File: src/rtl/nn_zoom_pkg.sv
// nn_zoom_pkg
//   Shared definitions for the nearest-neighbour zoom engine: the controller
//   state encoding, the mode constants and the legal source-RAM read latency
//   range.
package nn_zoom_pkg;

   typedef enum logic [2:0] {
      IDLE,
      CHECK,
      RD,
      WAIT,
      WR,
      DONE
   } state_t;

   localparam logic MODE_IN  = 1'b0;   // zoom-in: replicate each source pixel F x F
   localparam logic MODE_OUT = 1'b1;   // zoom-out: keep every F-th pixel in X and Y

   localparam int RD_LAT_MIN = 1;
   localparam int RD_LAT_MAX = 3;

endpackage

File: src/rtl/nn_scan_counter.sv
// nn_scan_counter
//   Two-dimensional raster counter, X fastest, with limits supplied at run
//   time. The counter wraps back to (0,0) when stepped on its last position.
// Ports
//   clk, rst        clock, asynchronous active-high reset
//   clear           force the position back to (0,0)
//   step            advance one position in raster order
//   lim_x, lim_y    number of positions in X and Y (both >= 1)
//   x, y            current position
//   wrap_x          current X is the last of its row
//   last            current position is the final one of the raster
module nn_scan_counter
#(
   parameter int W = 8
)
(
   input  logic         clk,
   input  logic         rst,
   input  logic         clear,
   input  logic         step,
   input  logic [W-1:0] lim_x,
   input  logic [W-1:0] lim_y,
   output logic [W-1:0] x,
   output logic [W-1:0] y,
   output logic         wrap_x,
   output logic         last
);

   always_comb begin
      wrap_x = (x == lim_x - W'(1));
      last   = wrap_x && (y == lim_y - W'(1));
   end

   always_ff @(posedge clk or posedge rst) begin
      if (rst) begin
         x <= '0;
         y <= '0;
      end else if (clear) begin
         x <= '0;
         y <= '0;
      end else if (step) begin
         if (wrap_x) begin
            x <= '0;
            y <= last ? '0 : y + W'(1);
         end else begin
            x <= x + W'(1);
         end
      end
   end

endmodule

File: src/rtl/nn_zoom_engine.sv
// nn_zoom_engine
//   Nearest-neighbour scaler between the source and destination frame RAMs.
//   Zoom-in reads a (DST_W>>k) x (DST_H>>k) window at (offset_x, offset_y)
//   and writes every pixel F x F times; zoom-out reads every F-th pixel and
//   writes it once. One source pixel is handled per RD / WAIT / WR round.
// Ports
//   clk, rst                  clock, asynchronous active-high reset
//   start                     job request, sampled only in IDLE
//   mode, scale_log2          MODE_IN / MODE_OUT, factor F = 1 << scale_log2
//   offset_x, offset_y        source window origin (zoom-in only)
//   pixel_data                source RAM read data, RD_LAT cycles after rd_address
//   rd_address                source RAM address (registered)
//   wr_address, wr_data, wren destination RAM write port (registered)
//   busy, done, err           job status; err qualifies done for rejected jobs
module nn_zoom_engine
   import nn_zoom_pkg::*;
#(
   parameter int SRC_W     = 320,
   parameter int SRC_H     = 240,
   parameter int DST_W     = 320,
   parameter int DST_H     = 240,
   parameter int PIX_W     = 8,
   parameter int ADDR_W    = 17,
   parameter int MAX_SHIFT = 2,
   parameter int RD_LAT    = 1
)
(
   input  logic              clk,
   input  logic              rst,
   input  logic              start,
   input  logic              mode,
   input  logic [1:0]        scale_log2,
   input  logic [8:0]        offset_x,
   input  logic [7:0]        offset_y,
   input  logic [PIX_W-1:0]  pixel_data,
   output logic [ADDR_W-1:0] rd_address,
   output logic [ADDR_W-1:0] wr_address,
   output logic [PIX_W-1:0]  wr_data,
   output logic              wren,
   output logic              busy,
   output logic              done,
   output logic              err
);

   localparam int CNT_W  = $clog2(((DST_W > DST_H) ? DST_W : DST_H) + 1);
   localparam int REP_W  = $clog2((1 << MAX_SHIFT) + 1);
   localparam int WAIT_W = $clog2(RD_LAT_MAX);

   localparam logic [31:0] SRC_W_U     = 32'(SRC_W);
   localparam logic [31:0] SRC_H_U     = 32'(SRC_H);
   localparam logic [31:0] DST_W_U     = 32'(DST_W);
   localparam logic [31:0] DST_H_U     = 32'(DST_H);
   localparam logic [31:0] MAX_SHIFT_U = 32'(MAX_SHIFT);
   localparam logic [WAIT_W-1:0] LAT_LAST = WAIT_W'(RD_LAT - 1);

   state_t state;

   // Job configuration captured on acceptance.
   logic        cfg_mode;
   logic [1:0]  cfg_k;
   logic [8:0]  cfg_ox;
   logic [7:0]  cfg_oy;

   logic [WAIT_W-1:0] wait_cnt;

   logic [CNT_W-1:0]  pix_x, pix_y, pix_lim_x, pix_lim_y;
   logic [REP_W-1:0]  rep_x, rep_y, rep_lim;
   logic              pix_wrap, pix_last, rep_wrap, rep_last;
   logic              scan_clear, pix_step, rep_step;

   logic [31:0]       win_w, win_h;
   logic              cfg_ok;
   logic [CNT_W-1:0]  sx, sy;
   logic [REP_W-1:0]  rx, ry;
   logic [ADDR_W-1:0] rd_next, wr_next;

   assign scan_clear = (state == IDLE) && start;
   assign rep_step   = (state == WR);
   assign pix_step   = (state == WR) && rep_last;

   nn_scan_counter #(.W(CNT_W)) u_pix_scan (
      .clk    (clk),
      .rst    (rst),
      .clear  (scan_clear),
      .step   (pix_step),
      .lim_x  (pix_lim_x),
      .lim_y  (pix_lim_y),
      .x      (pix_x),
      .y      (pix_y),
      .wrap_x (pix_wrap),
      .last   (pix_last)
   );

   nn_scan_counter #(.W(REP_W)) u_rep_scan (
      .clk    (clk),
      .rst    (rst),
      .clear  (scan_clear),
      .step   (rep_step),
      .lim_x  (rep_lim),
      .lim_y  (rep_lim),
      .x      (rep_x),
      .y      (rep_y),
      .wrap_x (rep_wrap),
      .last   (rep_last)
   );

   // Window size, validity and scan limits, all from the latched config.
   always_comb begin
      win_w  = DST_W_U >> cfg_k;
      win_h  = DST_H_U >> cfg_k;
      cfg_ok = (32'(cfg_k) <= MAX_SHIFT_U) &&
               ((cfg_mode == MODE_OUT) ||
                ((32'(cfg_ox) + win_w <= SRC_W_U) && (32'(cfg_oy) + win_h <= SRC_H_U)));
      pix_lim_x = CNT_W'(win_w);
      pix_lim_y = CNT_W'(win_h);
      rep_lim   = (cfg_mode == MODE_IN) ? REP_W'(32'd1 << cfg_k) : REP_W'(1);
   end

   // Addresses are registered on the edge that enters RD / the next WR
   // cycle, so while in WR they are formed from the position the counters
   // are about to step to rather than the current one.
   always_comb begin
      if (state == WR) begin
         sx = pix_wrap ? '0 : pix_x + CNT_W'(1);
         sy = pix_wrap ? pix_y + CNT_W'(1) : pix_y;
         rx = rep_wrap ? '0 : rep_x + REP_W'(1);
         ry = rep_wrap ? rep_y + REP_W'(1) : rep_y;
      end else begin
         sx = pix_x;
         sy = pix_y;
         rx = rep_x;
         ry = rep_y;
      end

      if (cfg_mode == MODE_IN) begin
         rd_next = ADDR_W'((32'(cfg_oy) + 32'(sy)) * SRC_W_U + 32'(cfg_ox) + 32'(sx));
         wr_next = ADDR_W'(((32'(pix_y) << cfg_k) + 32'(ry)) * DST_W_U +
                           (32'(pix_x) << cfg_k) + 32'(rx));
      end else begin
         rd_next = ADDR_W'((32'(sy) << cfg_k) * SRC_W_U + (32'(sx) << cfg_k));
         wr_next = ADDR_W'(32'(pix_y) * DST_W_U + 32'(pix_x));
      end
   end

   always_ff @(posedge clk or posedge rst) begin
      if (rst) begin
         state      <= IDLE;
         cfg_mode   <= MODE_IN;
         cfg_k      <= '0;
         cfg_ox     <= '0;
         cfg_oy     <= '0;
         wait_cnt   <= '0;
         rd_address <= '0;
         wr_address <= '0;
         wr_data    <= '0;
         wren       <= 1'b0;
         busy       <= 1'b0;
         done       <= 1'b0;
         err        <= 1'b0;
      end else begin
         done <= 1'b0;
         err  <= 1'b0;
         wren <= 1'b0;
         case (state)
            IDLE: begin
               if (start) begin
                  cfg_mode <= mode;
                  cfg_k    <= scale_log2;
                  cfg_ox   <= offset_x;
                  cfg_oy   <= offset_y;
                  busy     <= 1'b1;
                  state    <= CHECK;
               end
            end
            CHECK: begin
               if (!cfg_ok) begin
                  busy  <= 1'b0;
                  done  <= 1'b1;
                  err   <= 1'b1;
                  state <= DONE;
               end else begin
                  rd_address <= rd_next;
                  state      <= RD;
               end
            end
            RD: begin
               wait_cnt <= '0;
               state    <= WAIT;
            end
            WAIT: begin
               if (wait_cnt == LAT_LAST) begin
                  wr_data    <= pixel_data;
                  wr_address <= wr_next;
                  wren       <= 1'b1;
                  state      <= WR;
               end else begin
                  wait_cnt <= wait_cnt + WAIT_W'(1);
               end
            end
            WR: begin
               if (rep_last) begin
                  if (pix_last) begin
                     busy  <= 1'b0;
                     done  <= 1'b1;
                     state <= DONE;
                  end else begin
                     rd_address <= rd_next;
                     state      <= RD;
                  end
               end else begin
                  // Back-to-back replicated writes; wr_data stays put.
                  wr_address <= wr_next;
                  wren       <= 1'b1;
               end
            end
            DONE: state <= IDLE;
            default: state <= IDLE;
         endcase
      end
   end

endmodule

File: config.mk
export PLATFORM = sky130hd
export DESIGN_NAME = nn_zoom_engine
export DESIGN_NICKNAME = d
export VERILOG_FILES = /design/src/rtl/nn_zoom_pkg.sv /design/src/rtl/nn_scan_counter.sv /design/src/rtl/nn_zoom_engine.sv
export SDC_FILE = /design/constraint.sdc
export NUM_CORES = 1
export LEC_CHECK = 0
export CAP_MARGIN = 20
export CORE_MARGIN = 8
export CORE_UTILIZATION = 61
export DETAILED_ROUTE_END_ITERATION = 10
export GPL_TIMING_DRIVEN = 1
export PLACE_DENSITY = 0.88
export SYNTH_ARGS = -nofsm -noshare
export SYNTH_HDL_FRONTEND = slang
export SYNTH_HIERARCHICAL = 1
export SYNTH_SLANG_ARGS = --single-unit
File: constraint.sdc
create_clock -name clk -period 8.04 [get_ports clk]
set_input_delay 0.804 -clock clk [delete_from_list [all_inputs] [get_ports clk]]
set_output_delay 0.804 -clock clk [all_outputs]
set_load 0.01 [all_outputs]
==> results.yml, run 1 <==
status:
  status: "finished clean"
cells_and_area:
  drive_gt1_share_pct: 9.32
  final_common_cell: "ha_1"
  syn2layout_area_growth_pct: 12.0
  num_antenna_cells: 0
  num-nets-final: 1497
  n_fill_cell: 1355
  mostFrequentLayoutCells: "126 x ha_1, 104 x nor2_1, 93 x dfrtp_1"
floorplanning:
  pin_count: 77
  start_util_pct: 61.5
  die_h_um: 150
  die_area_mm2: 0.0225
  row_count: 49
  die_w_um: 150
  core_mm2: 0.0178
global_route:
  grt-ovfl-total: 0
  grt_pass1_vias: 9470
  grt_pass1_wl_um: 45600
  antenna_found_initial: 0
  grt_max_degree: 40
  grt_use_total_pct: 24.6
worst_setup_path:
  critPathLaunchType: "flop"
  end_kind: "flop"
  crit_path_top_delay_cell: "dfrtp_1"
  crit_arrival_ns: 7.70
  worstSetupPathType: "flop to flop"
  cp_max_fo: 16
  cp.required_ns: 8.29
  max_stage_delay_ns: 0.56
clock_tree:
  htreeDepth: 3
  cts_buffers: 9
  root_buffer: "clkbuf_16"
  cts_tree: "built"
  postCtsSetupBuffers: 0
  cts.clk_slew.worst_paths_ns: 0.08
  clk_latency_ns: 0.36
  clk_path_buf_depth: 2
  cts_sinks: 95
timing:
  finalHoldViolations: 0
  final-setup-viol-count: 0
  worst_slew_pin_slew_ns: 0.823
  period_needed_ns: 7.45
  slew_headroom_pct: 45.1
  setup_tns_ns: 0
  worst_clock_skew_ns: 0.00756
  timing.fmax_mhz: 134
  final.period_utilization_pct: 92.6
  drv_slew: 0
  rsz0062_at_grt: "false"
place:
  place_congestion: 0.917
  portBuffers: 76
  hpwl_um: 20600
synth:
  synth_cell_types: 88
  synthTopCellsByArea: "dfrtp_1 22%, ha_1 14%, xnor2_1 5.9%"
  synth-edff-count: 0
  netlist.area_leader.share_pct: 21.8
  synth_ff_type: "dfrtp_1"
  syn-cell-area_mm2: 0.0109
  synth.avg_cell_area_um2: 8.74
  seq_area_frac_synth_pct: 21.8
  async_flop_share_pct: 100
  synth-seq-cells: 95
  yosysWarnings: 6
  synth_top_area_cell: "dfrtp_1"
  synthCells: 1251
route:
  routed_wl_um: 26900
  via_per_inst: 6.21
  ant_nets: 0
  drt_iter0_drc: 730
  firstDrtPassIters: 5
  vias: 9674
  avgRoutedWirePerCell_um: 17.3
  drc: 0
flow_run:
  drv_cap: 0
hold_path:
  min_path_type: "flop to flop"
final timing paths:
check | startpoint | slack (ns) | cells past startpoint | to
max in group asynchronous | rst | 6.20 | 3 | cfg_k[1]
min | wr_address[5] | 0.48 | 2 | wr_address[5]
max | cfg_k[0] | 0.59 | 30 | rd_address[16]
max reg2reg | cfg_k[0] | 0.59 | 30 | rd_address[16]
min reg2reg | wr_address[5] | 0.48 | 2 | wr_address[5]
min in group asynchronous | rst | 0.76 | 2 | u_rep_scan/y[2]
state kept, by name (all words and copies together), names as in the netlist:
signal,cells
wr_data,8
u_pix_scan/y,9
cfg_oy,8
wr_address,17
busy,1
u_pix_scan/x,9
state,3
cfg_mode,1
u_rep_scan/x,3
wait_cnt,2
cfg_ox,9
rd_address,17
cfg_k,2
u_rep_scan/y,3
err,1
done,1
wren,1
per-layer routing:
layer / part of all wire (%) / GRT usage (%)
met2: 49 / 41.8
met1: 43 / 30.8
met5: 0 / 0
met4: 2.9 / 10.3
met3: 5.3 / 3.18
Yosys cell counts, drive strengths merged (4+ instances only):
library cell  count
o211ai           13
nor2b            25
dfrtp            95
nor3             44
mux2i            27
nand4b            9
ha              126
a21oi            79
nor3b             7
o221ai            4
and2              9
nor4              4
nand4            20
nor4b             4
nand2            74
xnor2            74
o22ai             7
mux4              9
a211oi           11
o21ai            76
inv              76
o311ai            8
a22o              5
mux2             54
xor2             52
nand2b           20
o21bai            4
or2               8
o2111ai           4
clkbuf           25
a31oi             6
a21o             16
nand3b            9
or3               6
o21a             10
fa               15
buf              22
nor2            106
o31ai             4
and3              6
nand3            34
kinds of logic after synthesis:
| family | after synthesis | share of synthesized area (%) |
|---|---|---|
| AOI/OAI and AO/OA | 270 | 15.7 |
| adders and majority gates | 141 | 17.2 |
| muxes | 90 | 10.1 |
| buffers and inverters | 125 | 4.81 |
| and+or+nand+nor | 399 | 19.3 |
| other | 2 | 0.0687 |
| xor gates and xnor gates | 129 | 11.1 |
| DFF | 95 | 21.8 |
layout make-up:
cell class              instances  area (um2)  area share [%]
repair buffers                 89         858            7.01
flip-flops and latches         95        2380            19.4
well taps                     229         287            2.34
clock inverters                 5        46.3           0.378
clock buffers                  11         243            1.98
multi-input cells            1052        8130            66.4
inverters                      78         298            2.43
critical path: cells and delay by family, from the launching register on:
kind                       cells  cell delay, ns
and+or+nand+nor                9            1.95
muxes                          2            0.36
buffers and inverters          5            0.82
AOI/OAI and AO/OA              7            1.55
DFF                            1            0.56
adders and majority gates      4            1.45
xor gates and xnor gates       3            0.63
metrics by stage:
stage / area, um2 / cells / setup slack, ns / hold slack, ns / utilization (%)
6_report: 12200 / 1559 / 0.594 / 0.484 / 68.8
5_1_grt: 12200 / 1559 / 0.0485 / 0.529 / 68.8
2_1_floorplan: 11000 / 1272 / 0.689 / 0.473 / -
3_5_place_dp: 11900 / 1543 / 0.650 / 0.473 / 67.1
4_1_cts: 12200 / 1559 / 0.575 / 0.490 / 68.8
3_3_place_gp: 11900 / 1543 / 0.990 / 0.469 / 67.1
repair_timing:
item                                    CTS  global route
resized for setup                         0             4
hold buffers                              0             0
endpoints found under the setup margin    0             1
hold endpoints to repair                  0             0
Power of run 1 is left out: the tool's default activity adds up to more than one toggle a clock period on the data nets, which glitch-free logic cannot reach.
==> run 2, diff against run 1 <==
- GPL_ROUTABILITY_DRIVEN: unset -> 0
- clock period: 8.04 -> 7.25 ns (I/O delays scaled with it)
==> run 2 against run 1 <==
Effect of this change: non-clock buffer count up 8; die area stayed put; largest cell class unchanged; wire length is 3.8% higher; design area rose by 0.72%; global-route usage grew 0.68 points; first-iteration DRC count up 1.2%; sequential share of layout area fell by 0.14 points; fmax increased by 10%.
==> results.yml, run 2 (synthesis results as in run 1) <==
status:
  status: "finished clean"
worst_setup_path:
  cp.required_ns: 7.49
  cp_common_cell: "xnor2_1"
  reg2reg_slack_ns: 0.51
  critPathLaunchType: "flop"
  cp_max_fo: 21
  worstSetupPathType: "flop to flop"
  worst_r2r_path_depth: 28
  reg2reg_to: "rd_address[16]"
  max_stage_delay_ns: 0.55
  crit_path_top_delay_cell: "dfrtp_2"
  end_kind: "flop"
  crit_arrival_ns: 6.98
  worstReg2RegStart: "cfg_k[1]"
global_route:
  grt_use_total_pct: 25.3
  grt_max_degree: 61
  grt_pass1_wl_um: 46500
  antenna_found_initial: 0
  grt-ovfl-total: 0
  grt_pass1_vias: 9623
clock_tree:
  root_buffer: "clkbuf_16"
  cts_tree: "built"
  cts-hold-fix-buffers: 0
  clk_path_buf_depth: 2
  cts.clk_slew.worst_paths_ns: 0.08
  cts_buffers: 9
  cts_sinks: 95
  htreeDepth: 3
  clk_latency_ns: 0.37
hold_path:
  worstHoldEndpoint: "wr_address[6]"
  min_path_type: "flop to flop"
  min-delay-start: "wr_address[6]"
  holdPathStages: 2
timing:
  drv_slew: 0
  finalHoldViolations: 0
  setup_tns_ns: 0
  slew_headroom_pct: 46.0
  timing.fmax_mhz: 148
  period_needed_ns: 6.74
  rsz0062_at_grt: "false"
  worst_slew_pin_slew_ns: 0.809
  final.period_utilization_pct: 93.0
  holdWs_ns: 0.490
  final-setup-viol-count: 0
  worst_clock_skew_ns: 0.0152
place:
  hpwl_um: 21100
  portBuffers: 76
  placed_cells: 1549
route:
  avgRoutedWirePerCell_um: 17.8
  vias: 9716
  m1WireLength_um: 11600
  routed_wl_um: 27900
  drt_iter0_drc: 739
  drc: 0
  dr_wl_met3_um: 1740
  met2_length_um: 13600
  top_layer: "met4"
  firstDrtPassIters: 5
  via_per_inst: 6.20
  ant_nets: 0
floorplanning:
  start_util_pct: 61.5
  row_count: 49
  core_mm2: 0.0178
  die_area_mm2: 0.0225
  die_w_um: 150
  pin_count: 77
  die_h_um: 150
cells_and_area:
  seq_area_mm2: 0.00238
  largestRegisters: "rd_address: 17 flops, wr_address: 17 flops"
  final_common_cell: "ha_1"
  n_fill_cell: 1377
  multi_input_area_mm2: 0.00815
  syn2layout_area_growth_pct: 12.8
  num-nets-final: 1505
  mostFrequentLayoutCells: "126 x ha_1, 104 x nor2_1, 93 x dfrtp_1"
  num_antenna_cells: 0
  drive_gt1_share_pct: 9.87
  finalNonFillerCells: 1567
flow_run:
  drv_cap: 0
==> run 2: worst max-delay path, delay by kind of cell, from the launching register on <==
family	cells	cell delay, ns
adder cells (fa/ha/maj)	4	1.28
multiplexers	2	0.36
AND/OR/NAND/NOR	8	1.64
buffers and inverters	3	0.39
AO/OA/AOI/OAI	7	1.52
XOR/XNOR	4	0.89
flip-flops	1	0.55
==> run 2: cell type report <==
class / instances / share of cell area (%)
well taps: 229 / 2.32
clock inverters: 6 / 0.609
inverters: 78 / 2.39
clock buffers: 10 / 1.86
multi-input cells: 1052 / 66.1
flip-flops and latches: 95 / 19.3
repair buffers: 97 / 7.45
==> run 2: repair_timing <==
item / CTS / global route
gates resized for setup: 0 / 5
buffers inserted: 0 / 2
endpoints found under the setup margin: 0 / 3
==> run 2: per-stage QoR <==
| stage | setup WS (ns) | util, % | cell area, um2 |
|---|---|---|---|
| after floorplan | 0.0868 | - | 11000 |
| after global placement | 0.429 | 67.4 | 12000 |
| after detailed placement | 0.244 | 67.4 | 12000 |
| after CTS | 0.188 | 69.1 | 12300 |
| after global routing | 0.00803 | 69.3 | 12300 |
| final | 0.511 | 69.3 | 12300 |
==> run 2: worst max path at each step <==
stage | end | from | slack [ns] | cells past startpoint
after global routing | rd_address[16] | cfg_k[1] | 0.008 | 26
after global placement | rd_address[16] | cfg_k[1] | 0.43 | 28
after floorplan | rd_address[16] | cfg_k[1] | 0.09 | 33
after CTS | rd_address[16] | cfg_k[1] | 0.19 | 28
final | rd_address[16] | cfg_k[1] | 0.51 | 28
after detailed placement | rd_address[16] | cfg_k[1] | 0.24 | 28
==> run 2: layer usage <==
metal | global-route usage [%] | vias up
met3 | 3.36 | 71
met2 | 42.9 | 369
li1 | - | 4644
met4 | 12.0 | 0
met1 | 31.1 | 4632
met5 | 0 | -
Power of run 2 is left out for the same reason.
